==> src/rtl/inst_encoder_pkg.sv <==
// Shared definitions for the RV32I instruction encoder: format codes, core opcodes,
// instruction field positions and the immediate range-check helper.
package inst_encoder_pkg;

    // Request format selector as presented on the fmt port.
    typedef enum logic [2:0] {
        FmtR    = 3'd0,
        FmtI    = 3'd1,
        FmtS    = 3'd2,
        FmtB    = 3'd3,
        FmtU    = 3'd4,
        FmtJ    = 3'd5,
        FmtCsr  = 3'd6,
        FmtRsvd = 3'd7
    } fmt_e;

    // Core RV32I major opcodes.
    typedef enum logic [6:0] {
        OpcLoad   = 7'b0000011,
        OpcOpImm  = 7'b0010011,
        OpcAuipc  = 7'b0010111,
        OpcStore  = 7'b0100011,
        OpcOp     = 7'b0110011,
        OpcLui    = 7'b0110111,
        OpcBranch = 7'b1100011,
        OpcJalr   = 7'b1100111,
        OpcJal    = 7'b1101111,
        OpcSystem = 7'b1110011
    } opcode_e;

    // Field widths.
    localparam int unsigned InstW    = 32;
    localparam int unsigned OpcodeW  = 7;
    localparam int unsigned RegW     = 5;
    localparam int unsigned Funct3W  = 3;
    localparam int unsigned Funct7W  = 7;
    localparam int unsigned ImmW     = 32;

    // Field slice positions inside the instruction word.
    localparam int unsigned OpcodeLsb = 0;
    localparam int unsigned RdLsb     = 7;
    localparam int unsigned Funct3Lsb = 12;
    localparam int unsigned Rs1Lsb    = 15;
    localparam int unsigned Rs2Lsb    = 20;
    localparam int unsigned Funct7Lsb = 25;
    localparam int unsigned ImmILsb   = 20;
    localparam int unsigned ImmULsb   = 12;

    // One encode request as captured by the first pipeline stage.
    typedef struct packed {
        fmt_e                 fmt;
        logic [OpcodeW-1:0]   opcode;
        logic [RegW-1:0]      rd;
        logic [RegW-1:0]      rs1;
        logic [RegW-1:0]      rs2;
        logic [Funct3W-1:0]   funct3;
        logic [Funct7W-1:0]   funct7;
        logic [ImmW-1:0]      imm;
    } enc_req_t;

    // True when v[31:msb] are all equal, i.e. v is representable as an (msb+1)-bit
    // two's complement value.
    function automatic logic fits_signed(input logic [ImmW-1:0] v, input int unsigned msb);
        logic [ImmW-1:0] s;
        s = $signed(v) >>> msb;
        return (s == '0) || (s == '1);
    endfunction

    // Immediate out-of-range / misalignment check; reserved format is always an error.
    function automatic logic imm_err(input fmt_e f, input logic [ImmW-1:0] imm);
        logic e;
        e = 1'b0;
        unique case (f)
            FmtR:    e = 1'b0;
            FmtI:    e = !fits_signed(imm, 11);
            FmtS:    e = !fits_signed(imm, 11);
            FmtB:    e = !fits_signed(imm, 12) || imm[0];
            FmtU:    e = |imm[11:0];
            FmtJ:    e = !fits_signed(imm, 20) || imm[0];
            FmtCsr:  e = |imm[31:5];
            FmtRsvd: e = 1'b1;
        endcase
        return e;
    endfunction

endpackage

==> src/rtl/inst_field_pack.sv <==
// Combinational field packer: format + fields -> RV32I word and range-error flag.
// Error detection is compiled in only when INST_ENC_RANGE_CHK_EN is defined; otherwise
// err_o is tied low and out-of-range immediates are silently truncated.
module inst_field_pack
    import inst_encoder_pkg::*;
(
    input  enc_req_t          req_i,
    output logic [InstW-1:0]  inst_o,
    output logic              err_o
);

    // Place each field at its slot; immediates are scattered as the inverse of core decode.
    always_comb begin
        inst_o = '0;
        inst_o[OpcodeLsb +: OpcodeW] = req_i.opcode;
        unique case (req_i.fmt)
            FmtR: begin
                inst_o[RdLsb +: RegW]         = req_i.rd;
                inst_o[Funct3Lsb +: Funct3W]  = req_i.funct3;
                inst_o[Rs1Lsb +: RegW]        = req_i.rs1;
                inst_o[Rs2Lsb +: RegW]        = req_i.rs2;
                inst_o[Funct7Lsb +: Funct7W]  = req_i.funct7;
            end
            FmtI: begin
                inst_o[RdLsb +: RegW]         = req_i.rd;
                inst_o[Funct3Lsb +: Funct3W]  = req_i.funct3;
                inst_o[Rs1Lsb +: RegW]        = req_i.rs1;
                inst_o[ImmILsb +: 12]         = req_i.imm[11:0];
            end
            FmtS: begin
                inst_o[RdLsb +: RegW]         = req_i.imm[4:0];
                inst_o[Funct3Lsb +: Funct3W]  = req_i.funct3;
                inst_o[Rs1Lsb +: RegW]        = req_i.rs1;
                inst_o[Rs2Lsb +: RegW]        = req_i.rs2;
                inst_o[Funct7Lsb +: Funct7W]  = req_i.imm[11:5];
            end
            FmtB: begin
                inst_o[RdLsb]                 = req_i.imm[11];
                inst_o[RdLsb + 1 +: 4]        = req_i.imm[4:1];
                inst_o[Funct3Lsb +: Funct3W]  = req_i.funct3;
                inst_o[Rs1Lsb +: RegW]        = req_i.rs1;
                inst_o[Rs2Lsb +: RegW]        = req_i.rs2;
                inst_o[Funct7Lsb +: 6]        = req_i.imm[10:5];
                inst_o[InstW - 1]             = req_i.imm[12];
            end
            FmtU: begin
                inst_o[RdLsb +: RegW]         = req_i.rd;
                inst_o[ImmULsb +: 20]         = req_i.imm[31:12];
            end
            FmtJ: begin
                inst_o[RdLsb +: RegW]         = req_i.rd;
                inst_o[ImmULsb +: 8]          = req_i.imm[19:12];
                inst_o[ImmULsb + 8]           = req_i.imm[11];
                inst_o[ImmULsb + 9 +: 10]     = req_i.imm[10:1];
                inst_o[InstW - 1]             = req_i.imm[20];
            end
            FmtCsr: begin
                // {funct7, rs2} carry the CSR address; the rs1 slot holds the zimm.
                inst_o[RdLsb +: RegW]         = req_i.rd;
                inst_o[Funct3Lsb +: Funct3W]  = req_i.funct3;
                inst_o[Rs1Lsb +: RegW]        = req_i.imm[4:0];
                inst_o[Rs2Lsb +: RegW]        = req_i.rs2;
                inst_o[Funct7Lsb +: Funct7W]  = req_i.funct7;
            end
            FmtRsvd: begin
                // Only the opcode survives.
            end
        endcase
    end

`ifdef INST_ENC_RANGE_CHK_EN
    assign err_o = imm_err(req_i.fmt, req_i.imm);
`else
    assign err_o = 1'b0;
`endif

endmodule

==> src/rtl/inst_encoder.sv <==
// RV32I instruction encoder: 2-stage valid/ready pipeline. Stage 1 registers the request,
// stage 2 registers the packed word and its error flag. Optional range checking and the
// saturating error counter are enabled with INST_ENC_RANGE_CHK_EN.
module inst_encoder
    import inst_encoder_pkg::*;
#(
    parameter int unsigned ERR_CNT_W = 8
) (
    input  logic                  clk,
    input  logic                  rst,
    input  logic                  in_valid,
    output logic                  in_ready,
    input  logic [2:0]            fmt,
    input  logic [6:0]            opcode,
    input  logic [4:0]            rd,
    input  logic [4:0]            rs1,
    input  logic [4:0]            rs2,
    input  logic [2:0]            funct3,
    input  logic [6:0]            funct7,
    input  logic [31:0]           imm,
    output logic                  out_valid,
    input  logic                  out_ready,
    output logic [31:0]           inst,
    output logic                  err,
    output logic [ERR_CNT_W-1:0]  err_cnt
);

    enc_req_t          in_req;
    enc_req_t          s1_req_d, s1_req_q;
    logic              s1_valid_d, s1_valid_q;
    logic              s2_valid_d, s2_valid_q;
    logic [InstW-1:0]  s2_inst_d, s2_inst_q;
    logic              s2_err_d, s2_err_q;
    logic [InstW-1:0]  pack_inst;
    logic              pack_err;
    logic              s2_ready;
    logic              s1_adv;
    logic              accept;

    // Bundle the request ports into one struct.
    always_comb begin
        in_req        = '0;
        in_req.fmt    = fmt_e'(fmt);
        in_req.opcode = opcode;
        in_req.rd     = rd;
        in_req.rs1    = rs1;
        in_req.rs2    = rs2;
        in_req.funct3 = funct3;
        in_req.funct7 = funct7;
        in_req.imm    = imm;
    end

    inst_field_pack u_field_pack (
        .req_i  (s1_req_q),
        .inst_o (pack_inst),
        .err_o  (pack_err)
    );

    // Handshake and stage next-state: a stage loads when its successor is empty or draining.
    always_comb begin
        s2_ready   = !s2_valid_q || out_ready;
        s1_adv     = s1_valid_q && s2_ready;
        in_ready   = !s1_valid_q || s1_adv;
        accept     = in_valid && in_ready;

        s1_valid_d = s1_valid_q;
        s1_req_d   = s1_req_q;
        s2_valid_d = s2_valid_q;
        s2_inst_d  = s2_inst_q;
        s2_err_d   = s2_err_q;

        if (accept) begin
            s1_valid_d = 1'b1;
            s1_req_d   = in_req;
        end else if (s1_adv) begin
            s1_valid_d = 1'b0;
        end

        if (s1_adv) begin
            s2_valid_d = 1'b1;
            s2_inst_d  = pack_inst;
            s2_err_d   = pack_err;
        end else if (out_ready) begin
            s2_valid_d = 1'b0;
        end
    end

    // Pipeline registers; reset drops any in-flight words.
    always_ff @(posedge clk) begin
        if (rst) begin
            s1_valid_q <= 1'b0;
            s1_req_q   <= '0;
            s2_valid_q <= 1'b0;
            s2_inst_q  <= '0;
            s2_err_q   <= 1'b0;
        end else begin
            s1_valid_q <= s1_valid_d;
            s1_req_q   <= s1_req_d;
            s2_valid_q <= s2_valid_d;
            s2_inst_q  <= s2_inst_d;
            s2_err_q   <= s2_err_d;
        end
    end

    assign out_valid = s2_valid_q;
    assign inst      = s2_inst_q;
    assign err       = s2_err_q;

`ifdef INST_ENC_RANGE_CHK_EN
    logic [ERR_CNT_W-1:0] err_cnt_d, err_cnt_q;

    // Count delivered error words, holding at all-ones.
    always_comb begin
        err_cnt_d = err_cnt_q;
        if (s2_valid_q && out_ready && s2_err_q && (err_cnt_q != '1)) begin
            err_cnt_d = err_cnt_q + 1'b1;
        end
    end

    // Error counter register.
    always_ff @(posedge clk) begin
        if (rst) begin
            err_cnt_q <= '0;
        end else begin
            err_cnt_q <= err_cnt_d;
        end
    end

    assign err_cnt = err_cnt_q;
`else
    assign err_cnt = '0;
`endif

endmodule

==> config.mk <==
export PLATFORM = sky130hd
export DESIGN_NAME = inst_encoder
export DESIGN_NICKNAME = d
export VERILOG_FILES = /design/src/rtl/inst_encoder_pkg.sv /design/src/rtl/inst_field_pack.sv /design/src/rtl/inst_encoder.sv
export SDC_FILE = /design/constraint.sdc
export NUM_CORES = 1
export LEC_CHECK = 0
export ABC_CLOCK_PERIOD_IN_PS = 1650
export CORE_ASPECT_RATIO = 0.6
export CORE_MARGIN = 5
export CORE_UTILIZATION = 42
export CTS_BUF_LIST = sky130_fd_sc_hd__clkbuf_4 sky130_fd_sc_hd__clkbuf_8
export DETAILED_ROUTE_END_ITERATION = 7
export GPL_ROUTABILITY_DRIVEN = 0
export PLACE_DENSITY = 0.74
export SLEW_MARGIN = 10
export SYNTH_ARGS = -nofsm -noshare
export SYNTH_HDL_FRONTEND = slang
export SYNTH_SLANG_ARGS = --single-unit
==> constraint.sdc <==
create_clock -name clk -period 1.65 [get_ports clk]
set_clock_uncertainty 0.15 [all_clocks]
set_input_delay 0.495 -clock clk [delete_from_list [all_inputs] [get_ports clk]]
set_output_delay 0.495 -clock clk [all_outputs]
set_load 0.01 [all_outputs]
* Word-level counts from Yosys, hierarchy flattened *
Cells that the tools add are included.
Widths: inputs -> output; s select.

storage, ports and cells
  output and inout bits = 43
  bits of input ports = 71
  logic and storage cells = 31
  bits in registers = 101

cells by class
  reduce and logical (&&, ||, !) cells = 9
  multiplexer cells = 5
  equal/unequal tests = 6

operator list
  cell                count
  $pmux 25 s7         1
  $eq 3x3->1 const B  3
  $eq 3x2->1 const B  2
  $mux 1              4
  $reduce_bool 2->1   2
  $eq 3x1->1 const B  1
  $logic_not 3->1     1
  $logic_and 1x1->1   2
  $logic_not 1->1     2
  $logic_or 1x1->1    2

* Logic depth before layout (Yosys ltp) *
Gate-level depths: netlist of run 1.

  depth in word-level cells = 6
  mapped depth = 6
  gate-level depth less buffers = 4

* Cells and area by module *
Synthesis of run 1 repeated with hierarchy kept, for this count alone.

unflattened totals
  cell total of the unflattened synthesis = 564
  area total of the unflattened synthesis = 5098.6 um^2

modules (own cells, without submodules)
  module           seq. area each (um^2)  times used  cells each  area an instance (um^2)
  inst_encoder     2042.0                 1           459         4372.9
  inst_field_pack  0.0                    1           105         725.7

* Least setup slack after synthesis of run 1 *
No wires, ideal clock.

  path kind = input to register
  start point = in out_ready
  end point = reg s1_req_q[13] (netlist bit)
  library setup time = 0.070 ns
  path slack = 0.067 ns
  cell stages on the path = 6
  arrival = 1.362 ns
  data required time = 1.430 ns
  buffers on the path = 2
  cells stage by stage = nand3b_1 nand2_1 buf_4 buf_2 nand2_1 a21oi_1

between the ends
  cells in the longest elaborated chain, start to end = 4

RTL lines
  item                  RTL line            RTL
  from (decl)           inst_encoder.sv:22  input logic out_ready,
  $logic_or 1x1->1      inst_encoder.sv:61  s2_ready = !s2_valid_q || out_ready;
  $logic_and 1x1->1     inst_encoder.sv:62  s1_adv = s1_valid_q && s2_ready;
  $logic_or 1x1->1      inst_encoder.sv:63  in_ready = !s1_valid_q || s1_adv;
  $logic_and 1x1->1     inst_encoder.sv:64  accept = in_valid && in_ready;
  to (signal assigned)  inst_encoder.sv:98  s1_req_q <= s1_req_d;
  to (decl)             inst_encoder.sv:29  enc_req_t s1_req_d, s1_req_q;

Every way passes these cells.
A chain may end at the register's enable or synchronous reset.

* Final worst setup path of run 1 *
  start point = reg s1_req_q[65] (netlist bit)
  end point = reg s2_inst_q[27] (netlist: inst[27])

between the ends
  cells in the longest elaborated chain, start to end = 2
  elaborated cells between the ends (all ways) = 8
  those cells by class = eq/ne: 6; mux: 1; reduce/logical: 1

RTL lines
  item                                RTL line               RTL
  $eq 3x3->1 (tied with other cells)  inst_field_pack.sv:16  unique case (req_i.fmt)
  $pmux 25 s7 *                       inst_field_pack.sv:16
  to (signal assigned)                inst_encoder.sv:100    s2_inst_q <= s2_inst_d;
  to (decl)                           inst_encoder.sv:32     logic [InstW-1:0] s2_inst_d, s2_inst_q;

Every way passes the cells marked *; elsewhere a longest branch is shown, timed or not.

==> results of run 1 <==
[per-stage QoR]
step,area (µm²),TNS [ns]
floorplan,4290,0
global placement,5520,-39.95
detailed placement,5520,-44.36
CTS,5750,-0.00328
global route,5810,-0.975
finish,5810,-0.0263
[how the worst max path moves through the flow]
| stage | endpoint | start |
|---|---|---|
| after CTS | inst[12] | s1_req_q[65] |
| after global routing | inst[27] | s1_req_q[65] |
| after floorplan | s1_req_q[13] | out_ready |
| final | inst[27] | s1_req_q[65] |
| after detailed placement | in_ready | out_ready |
| after global placement | in_ready | out_ready |
[worst register-to-register path, delay by kind of cell, from the launching register on]
| kind | cells | cell delay [ns] |
|---|---|---|
| buffers and inverters | 1 | 0.13 |
| DFF | 1 | 0.40 |
| AOI/OAI and AO/OA | 2 | 0.49 |
| muxes | 1 | 0.29 |
| and+or+nand+nor | 1 | 0.09 |
[cells by family (layout without fill, tap and decap cells)]
kind of cell           Yosys count  count (layout)  synth area share [%]
AND/OR/NAND/NOR                214             214                  21.0
other                            1               9                0.0881
multiplexers                    10              10                  2.88
buffers and inverters           53             160                  6.93
flip-flops                     101             101                  47.5
AO/OA/AOI/OAI                  153             153                  21.4
XOR/XNOR                         1               1                 0.206
[flip-flops by register name (all words and copies together), names as in the netlist]
name        flops
inst           32
out_valid       1
s1_req_q       67
s1_valid_q      1
[power by group through the flow]
stage	Combinational [W]	Clock [W]	Sequential, W
2_1_floorplan	0.000418	0	0.00268
3_3_place_gp	0.000761	0	0.00270
3_5_place_dp	0.000782	0	0.00270
4_1_cts	0.000791	0.00146	0.00265
5_1_grt	0.000906	0.00154	0.00266
6_report	0.000828	0.00144	0.00265
[repair_timing]
item / CTS / global route
resized for setup: 78 / 34
setup buffers: 4 / 3
setup endpoints to repair: 118 / 47
gates cloned: 0 / 2
pin swaps: 3 / 1
[cells in the final DEF, fill, tap and decap left out, types with 2 or more instances in the layout]
cell | Yosys | layout
clkdlybuf4s50_1 | 0 | 68
clkdlybuf4s15_2 | 0 | 4
clkbuf_16 | 0 | 2
a21boi_0 | 8 | 7
dlygate4sd2_1 | 0 | 4
a222oi_1 | 6 | 6
nor2b_1 | 3 | 3
o221ai_1 | 4 | 4
dfxtp_1 | 101 | 91
a21oi_1 | 95 | 94
nand3_1 | 6 | 6
nand2_2 | 1 | 2
clkbuf_4 | 0 | 4
nor2_1 | 11 | 10
mux2_4 | 4 | 4
clkbuf_2 | 1 | 11
a32o_1 | 6 | 6
dfxtp_4 | 0 | 2
o21ai_0 | 18 | 13
a22o_1 | 6 | 6
o21ai_1 | 0 | 5
clkdlybuf4s15_1 | 0 | 15
buf_12 | 0 | 9
nand2_1 | 164 | 162
buf_2 | 16 | 2
nor3_1 | 11 | 11
a22oi_1 | 5 | 5
conb_1 | 1 | 9
and2_1 | 8 | 8
nand2b_1 | 5 | 4
mux2i_1 | 4 | 4
dfxtp_2 | 0 | 8
buf_4 | 16 | 24
clkbuf_8 | 0 | 10
inv_1 | 5 | 4
mux2_2 | 2 | 2
[routing by layer]
metal / vias up / track usage, %
met5: - / 0
met4: 2 / 5.19
met3: 21 / 6.66
met2: 169 / 30.6
met1: 1991 / 28.4
li1: 2012 / -
[cell type report]
type,instances,area (µm²)
clock inverter,1,7.51
sequential,101,2040
clock buffer,14,168
multi-input combinational,387,2010
tap,135,169
timing repair buffer,140,1400
fill,893,4070
inverter,5,18.8
==> results_tabular.tex, run 1 <==
\begin{tabular}{lr}
\hline
Metric & Value \\
\hline
\multicolumn{2}{l}{\textbf{Synthesis}} \\
\quad Most used flip-flop cell after synthesis & dfxtp\_1 \\
\quad Mean instance size in the synthesized netlist & 7.99 µm² \\
\quad Synth warn & 0 \\
\quad Count of state elements after synthesis & 101 \\
\quad Area fraction of the dominant cell type after synthesis & 47.5\% \\
\quad Main area contributors after synthesis & dfxtp\_1, nand2\_1, a21oi\_1, buf\_4, o21ai\_0 \\
\quad Post-Syn Instances & 533 \\
\quad List of most frequent post-synthesis cells & nand2\_1, dfxtp\_1, a21oi\_1 \\
\quad Most frequently used cell type in the post-synthesis netlist & nand2\_1 \\
\quad Synth unique cells & 39 \\
\quad Post-synth ARST share & 0\% \\
\quad Share of the yosys chip area belonging to registers & 47.5\% \\
\quad Cell taking the most area after synthesis & dfxtp\_1 \\
\quad Total standard cell area after synthesis & 4260 µm² \\
\quad Number of synthesized flops with an enable pin & 0 \\
\multicolumn{2}{l}{\textbf{CTS}} \\
\quad Clock sink count & 101 \\
\quad Library cell used as clock root buffer & clkbuf\_8 \\
\quad Clock buffer count from CTS & 9 \\
\quad Clock tree from TritonCTS & yes \\
\quad Worst-path clk slew & 0.09 ns \\
\quad Worst-Skew Late Latency & 0.36 ns \\
\quad Count of hold buffers inserted by post-cts repair & 0 \\
\quad H-tree lvl count & 3 \\
\quad Buffers from clock root to sink, at most & 2 \\
\multicolumn{2}{l}{\textbf{Drt}} \\
\quad Number of antenna-violating nets in the routed design & 0 \\
\quad Met2 routed WL & 5.63 mm \\
\quad Wire length reported by the detailed router & 13.1 mm \\
\quad Top routing layer used & met5 \\
\quad Via/cell ratio & 5.36 \\
\quad DR pass1 iterations & 5 \\
\quad M1 wire length & 6.00 mm \\
\quad Routed length on met3 & 1.28 mm \\
\quad First DRT Iteration DRCs & 286 \\
\quad Routed length per placed instance & 16.7 µm \\
\quad Total number of vias & 4195 \\
\quad DRC errors left & 0 \\
\multicolumn{2}{l}{\textbf{STA}} \\
\quad Fraction of the cycle the final worst path needs & 102\% \\
\quad Count of endpoints failing hold in the final timing report & 0 \\
\quad Relative slew margins & 66.1\% \\
\quad Number of setup violations in the final report & 1 \\
\quad Final worst path period need & 1.68 ns \\
\quad RSZ-0062 raised after global routing & yes \\
\quad Number of pins with negative max-slew slack in the final report & 0 \\
\quad Worst-Margin Slew & 0.508 ns \\
\quad Hold slack & 0.304 ns \\
\quad Final Worst Setup Slack & -0.0263 ns \\
\quad Fmax & 0.597 GHz \\
\multicolumn{2}{l}{\textbf{Critical path}} \\
\quad Worst-path fanout max & 6 \\
\quad Data required time at the worst endpoint & 1.74 ns \\
\quad Slack of the worst reg-to-reg path & -0.03 ns \\
\quad Standard cell with the maximum stage delay on the critical path & dfxtp\_4 \\
\quad Reg-to-Reg Start & s1\_req\_q[65] \\
\quad Top Family by Delay on Critical Path & compound AO/OA/AOI/OAI gates \\
\quad Type of the setup path with the least slack & reg -> reg \\
\quad Endpoint of the most critical register-to-register path & inst[27] \\
\quad Endpoint class of the critical path & register \\
\quad Critical path cell sequence & buf\_6 -> mux2\_4 -> a22o\_1 -> a222oi\_1 -> nor3\_1 \\
\quad Critical path depth in cells & 5 \\
\quad Bufs and invs on worst path & 1 \\
\quad Worst reg2reg path depth & 5 \\
\quad Nature of the critical path startpoint & register \\
\quad Worst EP arrival & 1.77 ns \\
\quad Stage delay of the slowest cell on the critical path & 0.40 ns \\
\multicolumn{2}{l}{\textbf{Floorplanning}} \\
\quad Total die area & 12300 µm² \\
\quad Number of rows in the core area & 28 \\
\quad CORE AREA & 9880 µm² \\
\quad Effective utilization at floorplan & 43.1\% \\
\quad IO Pins & 114 \\
\quad Die extent in x & 140 µm \\
\quad Die outline height & 88.0 µm \\
\multicolumn{2}{l}{\textbf{Cells and area}} \\
\quad Number of antenna diodes & 0 \\
\quad Finished Core Util & 58.8\% \\
\quad Final-stage net count & 715 \\
\quad Final instance count without filler cells & 783 \\
\quad Area growth from synthesis to final layout & 36.4\% \\
\quad Layout cells sized above 1 & 14.5\% \\
\multicolumn{2}{l}{\textbf{Place}} \\
\quad Worst slack after detailed placement & -0.639 ns \\
\quad \# placed instances & 759 \\
\quad Number of port buffers & 104 \\
\quad Final HPWL DP & 9.21 mm \\
\multicolumn{2}{l}{\textbf{Global routing}} \\
\quad Largest net degree at the start of global routing & 50 \\
\quad Aggregate global-route resource usage & 20.3\% \\
\quad Via count of the first global-routing pass & 4014 \\
\quad Total congestion overflow & 0 \\
\quad Number of antenna violations at the first check in global routing & 1 \\
\quad Global-route wire length before repair & 20.0 mm \\
\multicolumn{2}{l}{\textbf{Run status}} \\
\quad Violated checks & negative setup slack \\
\quad Result of the run & finished, violations left \\
\multicolumn{2}{l}{\textbf{Power}} \\
\quad Relative contribution of the clock network to total power & 29.2\% \\
\quad Share of power burned in registers & 53.9\% \\
\quad Power per unit of standard cell area & 846 nW/µm² \\
\quad Design internal power & 0.00363 W \\
\quad Switching share of power & 26.1\% \\
\quad Net switching power figure & 0.00128 W \\
\quad Tot Pwr & 0.00491 W \\
\quad Gate power share & 16.8\% \\
\quad Peak supply drop & 0.524 mV \\
\quad Reported leakage power & 2.25 nW \\
\multicolumn{2}{l}{\textbf{Worst hold path}} \\
\quad Hold Crit Class & reg -> reg \\
\quad Hold Path Depth & 2 \\
\quad Hold path startpoint & inst[0] \\
\quad Worst Hold Path EP & inst[0] \\
\multicolumn{2}{l}{\textbf{Flow run}} \\
\quad Max capacitance violation total & 0 \\
\hline
\end{tabular}
Power figures use the tool's default switching activity.
==> inputs of run 2 (changes only) <==
--- a/config.mk
+++ b/config.mk
@@ -6,13 +6,15 @@
 export NUM_CORES = 1
 export LEC_CHECK = 0
 export ABC_CLOCK_PERIOD_IN_PS = 1650
+export CELL_PAD_IN_SITES_DETAIL_PLACEMENT = 0
+export CELL_PAD_IN_SITES_GLOBAL_PLACEMENT = 1
 export CORE_ASPECT_RATIO = 0.6
 export CORE_MARGIN = 5
-export CORE_UTILIZATION = 42
+export CORE_UTILIZATION = 33
 export CTS_BUF_LIST = sky130_fd_sc_hd__clkbuf_4 sky130_fd_sc_hd__clkbuf_8
 export DETAILED_ROUTE_END_ITERATION = 7
 export GPL_ROUTABILITY_DRIVEN = 0
-export PLACE_DENSITY = 0.74
+export PLACE_DENSITY_LB_ADDON = 0.1
 export SLEW_MARGIN = 10
 export SYNTH_ARGS = -nofsm -noshare
 export SYNTH_HDL_FRONTEND = slang
==> results_tabular.tex, run 2 (synthesis results as in run 1) <==
\begin{tabular}{lr}
\hline
Metric & Value \\
\hline
\multicolumn{2}{l}{\textbf{Run status}} \\
\quad Result of the run & finished clean \\
\multicolumn{2}{l}{\textbf{Global routing}} \\
\quad Met1 track demand over resource in global routing & 26.6\% (-1.8 points) \\
\quad Global-route wire length before repair & 20.5 mm (+2.4\%) \\
\quad Via count of the first global-routing pass & 3884 (-3.2\%) \\
\quad Met3 Use GR & 5.05\% (-1.6 points) \\
\quad GRT met2 Usage & 22.9\% (-7.8 points) \\
\quad Aggregate global-route resource usage & 17.0\% (-3.3 points) \\
\quad Number of antenna violations at the first check in global routing & 0 (-1) \\
\quad Layer with the highest usage after global routing & met1 \\
\quad Total congestion overflow & 0 (unchanged) \\
\quad Largest net degree at the start of global routing & 59 (+18\%) \\
\multicolumn{2}{l}{\textbf{Drt}} \\
\quad Number of antenna-violating nets in the routed design & 0 (unchanged) \\
\quad First DRT Iteration DRCs & 221 (-23\%) \\
\quad DR pass1 iterations & 5 (unchanged) \\
\quad Wire length reported by the detailed router & 13.1 mm (+0.21\%) \\
\quad Via/cell ratio & 4.87 (-9.0\%) \\
\quad Routed length per placed instance & 16.0 µm (-4.2\%) \\
\quad Total number of vias & 3991 (-4.9\%) \\
\quad DRC errors left & 0 (unchanged) \\
\multicolumn{2}{l}{\textbf{Critical path}} \\
\quad Data required time at the worst endpoint & 1.00 ns (-0.74 ns) \\
\quad Worst-path fanout max & 4 (-2) \\
\quad Type of the setup path with the least slack & reg -> out \\
\quad Nature of the critical path startpoint & register \\
\quad Worst reg2reg path depth & 5 (unchanged) \\
\quad Critical path depth in cells & 2 (-3) \\
\quad Endpoint class of the critical path & output pin \\
\quad Critical path cell sequence & nand3b\_1 -> buf\_2 \\
\quad Bufs and invs on worst path & 1 (unchanged) \\
\quad Top Family by Delay on Critical Path & flip-flops \\
\quad Worst EP arrival & 0.99 ns (-0.78 ns) \\
\quad Stage delay of the slowest cell on the critical path & 0.38 ns (-0.02 ns) \\
\quad Standard cell with the maximum stage delay on the critical path & dfxtp\_4 \\
\multicolumn{2}{l}{\textbf{CTS}} \\
\quad Count of hold buffers inserted by post-cts repair & 0 (unchanged) \\
\quad Worst-Skew Late Latency & 0.37 ns (about the same) \\
\quad Clock tree from TritonCTS & yes \\
\quad Buffers from clock root to sink, at most & 2 (unchanged) \\
\quad Clock buffer count from CTS & 9 (unchanged) \\
\quad Worst-path clk slew & 0.10 ns (about the same) \\
\quad H-tree lvl count & 3 (unchanged) \\
\quad Clock sink count & 101 (unchanged) \\
\quad Library cell used as clock root buffer & clkbuf\_8 \\
\multicolumn{2}{l}{\textbf{Place}} \\
\quad Final HPWL DP & 9.76 mm (+6.0\%) \\
\quad Number of port buffers & 104 (unchanged) \\
\quad Worst slack after detailed placement & -0.626 ns (+0.0129 ns) \\
\quad Instance area after placement & 5590 µm² (+1.2\%) \\
\multicolumn{2}{l}{\textbf{Floorplanning}} \\
\quad Number of rows in the core area & 32 (+14\%) \\
\quad Effective utilization at floorplan & 33.4\% (-9.7 points) \\
\quad IO Pins & 114 (unchanged) \\
\quad Die outline height & 98.0 µm (+11\%) \\
\quad CORE AREA & 12700 µm² (+29\%) \\
\quad Total die area & 15300 µm² (+25\%) \\
\quad Die extent in x & 157 µm (+12\%) \\
\multicolumn{2}{l}{\textbf{STA}} \\
\quad Fmax & 0.613 GHz (+2.7\%) \\
\quad Final worst path period need & 1.63 ns (-0.0445 ns) \\
\quad Count of endpoints failing hold in the final timing report & 0 (unchanged) \\
\quad Hold slack & 0.239 ns (-0.0651 ns) \\
\quad Worst-Margin Slew & 0.499 ns (-0.00915 ns) \\
\quad Final Worst Setup Slack & 0.0182 ns (+0.0445 ns) \\
\quad Post-route setup TNS & 0 ns (+0.0263 ns) \\
\quad Relative slew margins & 66.7\% (+0.61 points) \\
\quad Number of pins with negative max-slew slack in the final report & 0 (unchanged) \\
\quad RSZ-0062 raised after global routing & yes \\
\quad Fraction of the cycle the final worst path needs & 98.9\% (-2.7 points) \\
\quad Number of setup violations in the final report & 0 (-1) \\
\multicolumn{2}{l}{\textbf{Flow run}} \\
\quad Max capacitance violation total & 0 (unchanged) \\
\multicolumn{2}{l}{\textbf{Worst hold path}} \\
\quad Hold Crit Class & in -> reg \\
\quad Hold Path Depth & 2 (unchanged) \\
\multicolumn{2}{l}{\textbf{Power}} \\
\quad Reported leakage power & 2.26 nW (+0.59\%) \\
\quad Power per unit of standard cell area & 902 nW/µm² (+6.7\%) \\
\quad Peak supply drop & 0.536 mV (+2.4\%) \\
\multicolumn{2}{l}{\textbf{Cells and area}} \\
\quad Commonest non-fill, non-tap cell in the layout & nand2\_1 \\
\quad Final-stage net count & 715 (unchanged) \\
\quad Filler instances & 1317 (+47\%) \\
\quad Area growth from synthesis to final layout & 38.4\% \\
\quad Commonest cells after routing, fill and taps aside & nand2\_1, a21oi\_1, dfxtp\_1 \\
\quad Flip-flop count of the largest register, all copies and words added & 67 (unchanged) \\
\quad Register with the most flip-flops & s1\_req\_q \\
\quad Total non-filler cell area in the finished layout & 5890 µm² (+1.5\%) \\
\quad Layout cells sized above 1 & 18.5\% (+4.0 points) \\
\quad Number of antenna diodes & 0 (unchanged) \\
\hline
\end{tabular}
## run 2: cell count changes in the layout (fill, tap and decap cells not counted), sizes merged
cell / before / now
buf: 36 / 39
bufbuf: 0 / 1
bufinv: 0 / 2
clkbuf: 27 / 29
clkdlybuf4s15: 19 / 15
clkinv: 0 / 1
dlygate4sd2: 4 / 0
## run 2: layout make-up
cell class / count / area (µm²) / area share, %
sequential: 101 / 2050 / 34.7
multi-input combinational: 387 / 2030 / 34.5
timing repair buffer: 140 / 1340 / 22.7
tap: 170 / 213 / 3.61
clock buffer: 12 / 165 / 2.80
clock inverter: 4 / 77.6 / 1.32
inverter: 5 / 22.5 / 0.382
## run 2: what timing repair did
| action | 4_1_cts | 5_1_grt |
|---|---|---|
| pin swaps | 5 | 1 |
| resized for setup | 99 | 43 |
| buffers inserted | 2 | 1 |
| gates cloned | 1 | 0 |
| setup endpoints to repair | 92 | 54 |
## run 2: worst paths after layout
check	start	end	slack (ns)
worst max-delay path	out_valid	in_ready	0.02
worst min-delay path	rst	s1_req_q[38]	0.24
worst max register to register	s1_req_q[65]	inst[27]	0.02
worst min register to register	s1_req_q[62]	inst[5]	0.31
## run 2: power breakdown
part / switching (W) / internal, W / leakage, nW
sequential: 0.0000914 / 0.00256 / 0.835
combinational: 0.000402 / 0.000417 / 1.31
clock: 0.000864 / 0.000987 / 0.123
total: 0.00136 / 0.00396 / 2.26
## run 2: metrics by stage
| stage | power (W) | instances | util (%) |
|---|---|---|---|
| 3_3_place_gp | 0.00349 | 799 | 43.9 |
| 6_report | 0.00532 | 819 | 46.3 |
| 4_1_cts | 0.00537 | 818 | 46.6 |
| 5_1_grt | 0.00557 | 819 | 46.3 |
| 3_5_place_dp | 0.00350 | 799 | 43.9 |
| 2_1_floorplan | 0.00310 | 541 | - |
## run 2: worst reg2reg max path: cells and delay by family (launching register included)
family          cells  cell delay, ns
compound gates      2            0.47
flops               1            0.38
mux                 1            0.29
buf+inv             1            0.14
simple gates        1            0.08
## run 2: routing by layer
layer,part of all wire [%],vias to the layer above,routed length (µm)
met1,55,1861,7190
met4,0.64,0,84
li1,-,2016,-
met5,0,-,0
met3,6.2,6,807
met2,38,108,5010
==> inputs of run 3 (changes only) <==
--- a/config.mk
+++ b/config.mk
@@ -5,12 +5,12 @@
 export SDC_FILE = /design/constraint.sdc
 export NUM_CORES = 1
 export LEC_CHECK = 0
-export ABC_CLOCK_PERIOD_IN_PS = 1650
+export ABC_CLOCK_PERIOD_IN_PS = 2050
 export CELL_PAD_IN_SITES_DETAIL_PLACEMENT = 0
 export CELL_PAD_IN_SITES_GLOBAL_PLACEMENT = 1
 export CORE_ASPECT_RATIO = 0.6
 export CORE_MARGIN = 5
-export CORE_UTILIZATION = 33
+export CORE_UTILIZATION = 39
 export CTS_BUF_LIST = sky130_fd_sc_hd__clkbuf_4 sky130_fd_sc_hd__clkbuf_8
 export DETAILED_ROUTE_END_ITERATION = 7
 export GPL_ROUTABILITY_DRIVEN = 0
==> constraint.sdc (replaced) <==
create_clock -name clk -period 2.05 [get_ports clk]
set_clock_uncertainty 0.15 [all_clocks]
set_input_delay 0.615 -clock clk [delete_from_list [all_inputs] [get_ports clk]]
set_output_delay 0.615 -clock clk [all_outputs]
set_load 0.05 [all_outputs]
==> results_tabular.tex, run 3 (synthesis results as in run 1) <==
\begin{tabular}{lr}
\hline
Metric & Value \\
\hline
\multicolumn{2}{l}{\textbf{STA}} \\
\quad RSZ-0062 raised after global routing & no \\
\quad Hold slack & 0.305 ns (+0.0661 ns) \\
\quad Final worst path period need & 1.91 ns \\
\quad Number of pins with negative max-slew slack in the final report & 0 (unchanged) \\
\quad Worst-Margin Slew & 0.549 ns (+0.0497 ns) \\
\quad Number of setup violations in the final report & 0 (unchanged) \\
\quad Fraction of the cycle the final worst path needs & 93.1\% \\
\quad Relative slew margins & 63.3\% (-3.4 points) \\
\quad Final Worst Setup Slack & 0.140 ns (+0.122 ns) \\
\quad Fmax & 0.524 GHz \\
\quad Count of endpoints failing hold in the final timing report & 0 (unchanged) \\
\multicolumn{2}{l}{\textbf{Drt}} \\
\quad Via/cell ratio & 5.19 (+6.5\%) \\
\quad DRC errors left & 0 (unchanged) \\
\quad DR pass1 iterations & 5 (unchanged) \\
\quad First DRT Iteration DRCs & 275 (+24\%) \\
\quad Wire length reported by the detailed router & 12.8 mm (-2.0\%) \\
\quad Routed length per placed instance & 16.5 µm (+3.3\%) \\
\quad Total number of vias & 4033 (+1.1\%) \\
\quad Number of antenna-violating nets in the routed design & 0 (unchanged) \\
\multicolumn{2}{l}{\textbf{Global routing}} \\
\quad Aggregate global-route resource usage & 19.4\% (+2.4 points) \\
\quad Number of antenna violations at the first check in global routing & 0 (unchanged) \\
\quad Global-route wire length before repair & 20.2 mm (-1.7\%) \\
\quad Total congestion overflow & 0 (unchanged) \\
\quad Largest net degree at the start of global routing & 64 (+8.5\%) \\
\quad Via count of the first global-routing pass & 3781 (-2.7\%) \\
\multicolumn{2}{l}{\textbf{Cells and area}} \\
\quad Finished Core Util & 54.6\% (+8.3 points) \\
\quad FF/Latch Area & 2020 µm² (-1.0\%) \\
\quad Register with the most flip-flops & s1\_req\_q \\
\quad Number of antenna diodes & 0 (unchanged) \\
\quad Flip-flop count of the largest register, all copies and words added & 67 (unchanged) \\
\quad Total non-filler cell area in the finished layout & 5810 µm² (-1.5\%) \\
\quad Area of the multi-input gates & 1980 µm² (-2.6\%) \\
\quad Area growth from synthesis to final layout & 36.4\% \\
\quad Filler instances & 1025 (-22\%) \\
\quad Commonest non-fill, non-tap cell in the layout & nand2\_1 \\
\quad Layout cells sized above 1 & 14.1\% (-4.4 points) \\
\quad Commonest cells after routing, fill and taps aside & nand2\_1, dfxtp\_1, a21oi\_1 \\
\quad Final-stage net count & 704 (-1.5\%) \\
\multicolumn{2}{l}{\textbf{Critical path}} \\
\quad Worst EP arrival & 1.14 ns (+0.15 ns) \\
\quad Standard cell with the maximum stage delay on the critical path & dfxtp\_1 \\
\quad Data required time at the worst endpoint & 1.28 ns (+0.28 ns) \\
\quad Worst-path fanout max & 4 (unchanged) \\
\quad Type of the setup path with the least slack & reg -> out \\
\quad Nature of the critical path startpoint & register \\
\quad Endpoint class of the critical path & output pin \\
\quad Slack of the worst reg-to-reg path & 0.17 ns (+0.15 ns) \\
\quad Stage delay of the slowest cell on the critical path & 0.43 ns (+0.05 ns) \\
\quad Critical path cell sequence & nand3b\_1 -> buf\_12 \\
\multicolumn{2}{l}{\textbf{Power}} \\
\quad Power per unit of standard cell area & 717 nW/µm² (-21\%) \\
\quad Peak supply drop & 0.345 mV (-36\%) \\
\quad Reported leakage power & 2.24 nW (-1.1\%) \\
\quad Tot Pwr & 0.00417 W (-22\%) \\
\multicolumn{2}{l}{\textbf{CTS}} \\
\quad Worst-Skew Late Latency & 0.36 ns (about the same) \\
\quad Buffers from clock root to sink, at most & 2 (unchanged) \\
\quad Clock sink count & 101 (unchanged) \\
\quad Count of hold buffers inserted by post-cts repair & 0 (unchanged) \\
\quad Library cell used as clock root buffer & clkbuf\_8 \\
\quad Clock buffer count from CTS & 9 (unchanged) \\
\quad H-tree lvl count & 3 (unchanged) \\
\quad Clock tree from TritonCTS & yes \\
\quad Worst-path clk slew & 0.09 ns (about the same) \\
\quad Setup Buffers After CTS & 0 (-2) \\
\multicolumn{2}{l}{\textbf{Flow run}} \\
\quad Max capacitance violation total & 0 (unchanged) \\
\multicolumn{2}{l}{\textbf{Worst hold path}} \\
\quad Hold Crit Class & reg -> reg \\
\multicolumn{2}{l}{\textbf{Floorplanning}} \\
\quad CORE AREA & 10600 µm² (-16\%) \\
\quad Die outline height & 90.9 µm (-7.2\%) \\
\quad Total die area & 13200 µm² (-14\%) \\
\quad IO Pins & 114 (unchanged) \\
\quad Effective utilization at floorplan & 40.0\% (+6.6 points) \\
\quad Number of rows in the core area & 29 (-9.4\%) \\
\quad Die extent in x & 145 µm (-7.5\%) \\
\multicolumn{2}{l}{\textbf{Run status}} \\
\quad Result of the run & finished clean \\
\multicolumn{2}{l}{\textbf{Place}} \\
\quad Worst slack after detailed placement & -0.261 ns (+0.364 ns) \\
\quad Number of port buffers & 104 (unchanged) \\
\quad Final HPWL DP & 9.40 mm (-3.8\%) \\
\quad Instance area after placement & 5610 µm² (+0.45\%) \\
\hline
\end{tabular}
[run 3: cell types whose count changed in the layout (fill, tap and decap cells not counted), moves of 4 or more]
| cell | change |
|---|---|
| clkdlybuf4s15_2 | -9 |
| clkbuf_2 | -16 |
| buf_4 | +13 |
| clkdlybuf4s15_1 | -6 |
| o21ai_0 | +4 |
| a22oi_1 | +4 |
| buf_6 | -5 |
| a22oi_2 | -4 |
| dfxtp_2 | -11 |
| o21ai_1 | -4 |
| buf_12 | +16 |
| dfxtp_1 | +13 |
[run 3: timing repair]
action,4_1_cts,5_1_grt
pin swaps,0,0
setup endpoints to repair,1,3
gates resized for setup,1,3
[run 3: metal layers]
metal | vias to the layer above | global-route usage (%) | share of wire (%)
met5 | - | 0 | 0
met4 | 0 | 3.26 | 0.88
met3 | 13 | 5.93 | 8.4
met2 | 146 | 27.1 | 41
met1 | 1875 | 29.6 | 50
li1 | 1999 | - | -
[run 3: layout make-up]
cell class	instances	share of cell area, %
multi-input cells	387	34.1
clock buffers	12	2.63
flip-flops and latches	101	34.9
well taps	139	3.00
clock inverters	4	0.819
inverters	5	0.323
repair buffers	129	24.3
[run 3: critical path: cells and delay by family, from the launching register on]
kind,cells,cell delay [ns]
flip-flops,1,0.43
AND/OR/NAND/NOR,1,0.17
buffers and inverters,1,0.19
[run 3: final timing paths]
kind	startpoint	endpoint	cells past startpoint
worst max-delay path	s1_valid_q	in_ready	2
worst min-delay path	s1_req_q[56]	s1_req_q[56]	2
worst max register to register	s1_req_q[65]	inst[30]	5
worst min register to register	s1_req_q[56]	s1_req_q[56]	2
[run 3: through the flow]
step / setup TNS (ns) / cells
6_report: 0 / 777
5_1_grt: 0 / 777
4_1_cts: 0 / 777
3_5_place_dp: -18.68 / 761
3_3_place_gp: -12.80 / 761
2_1_floorplan: 0 / 541
[run 3: power breakdown]
part,switching (W),leakage [nW],internal [W]
Combinational,0.000397,1.31,0.000336
Clock,0.000667,0.103,0.000622
Sequential,0.0000859,0.829,0.00206
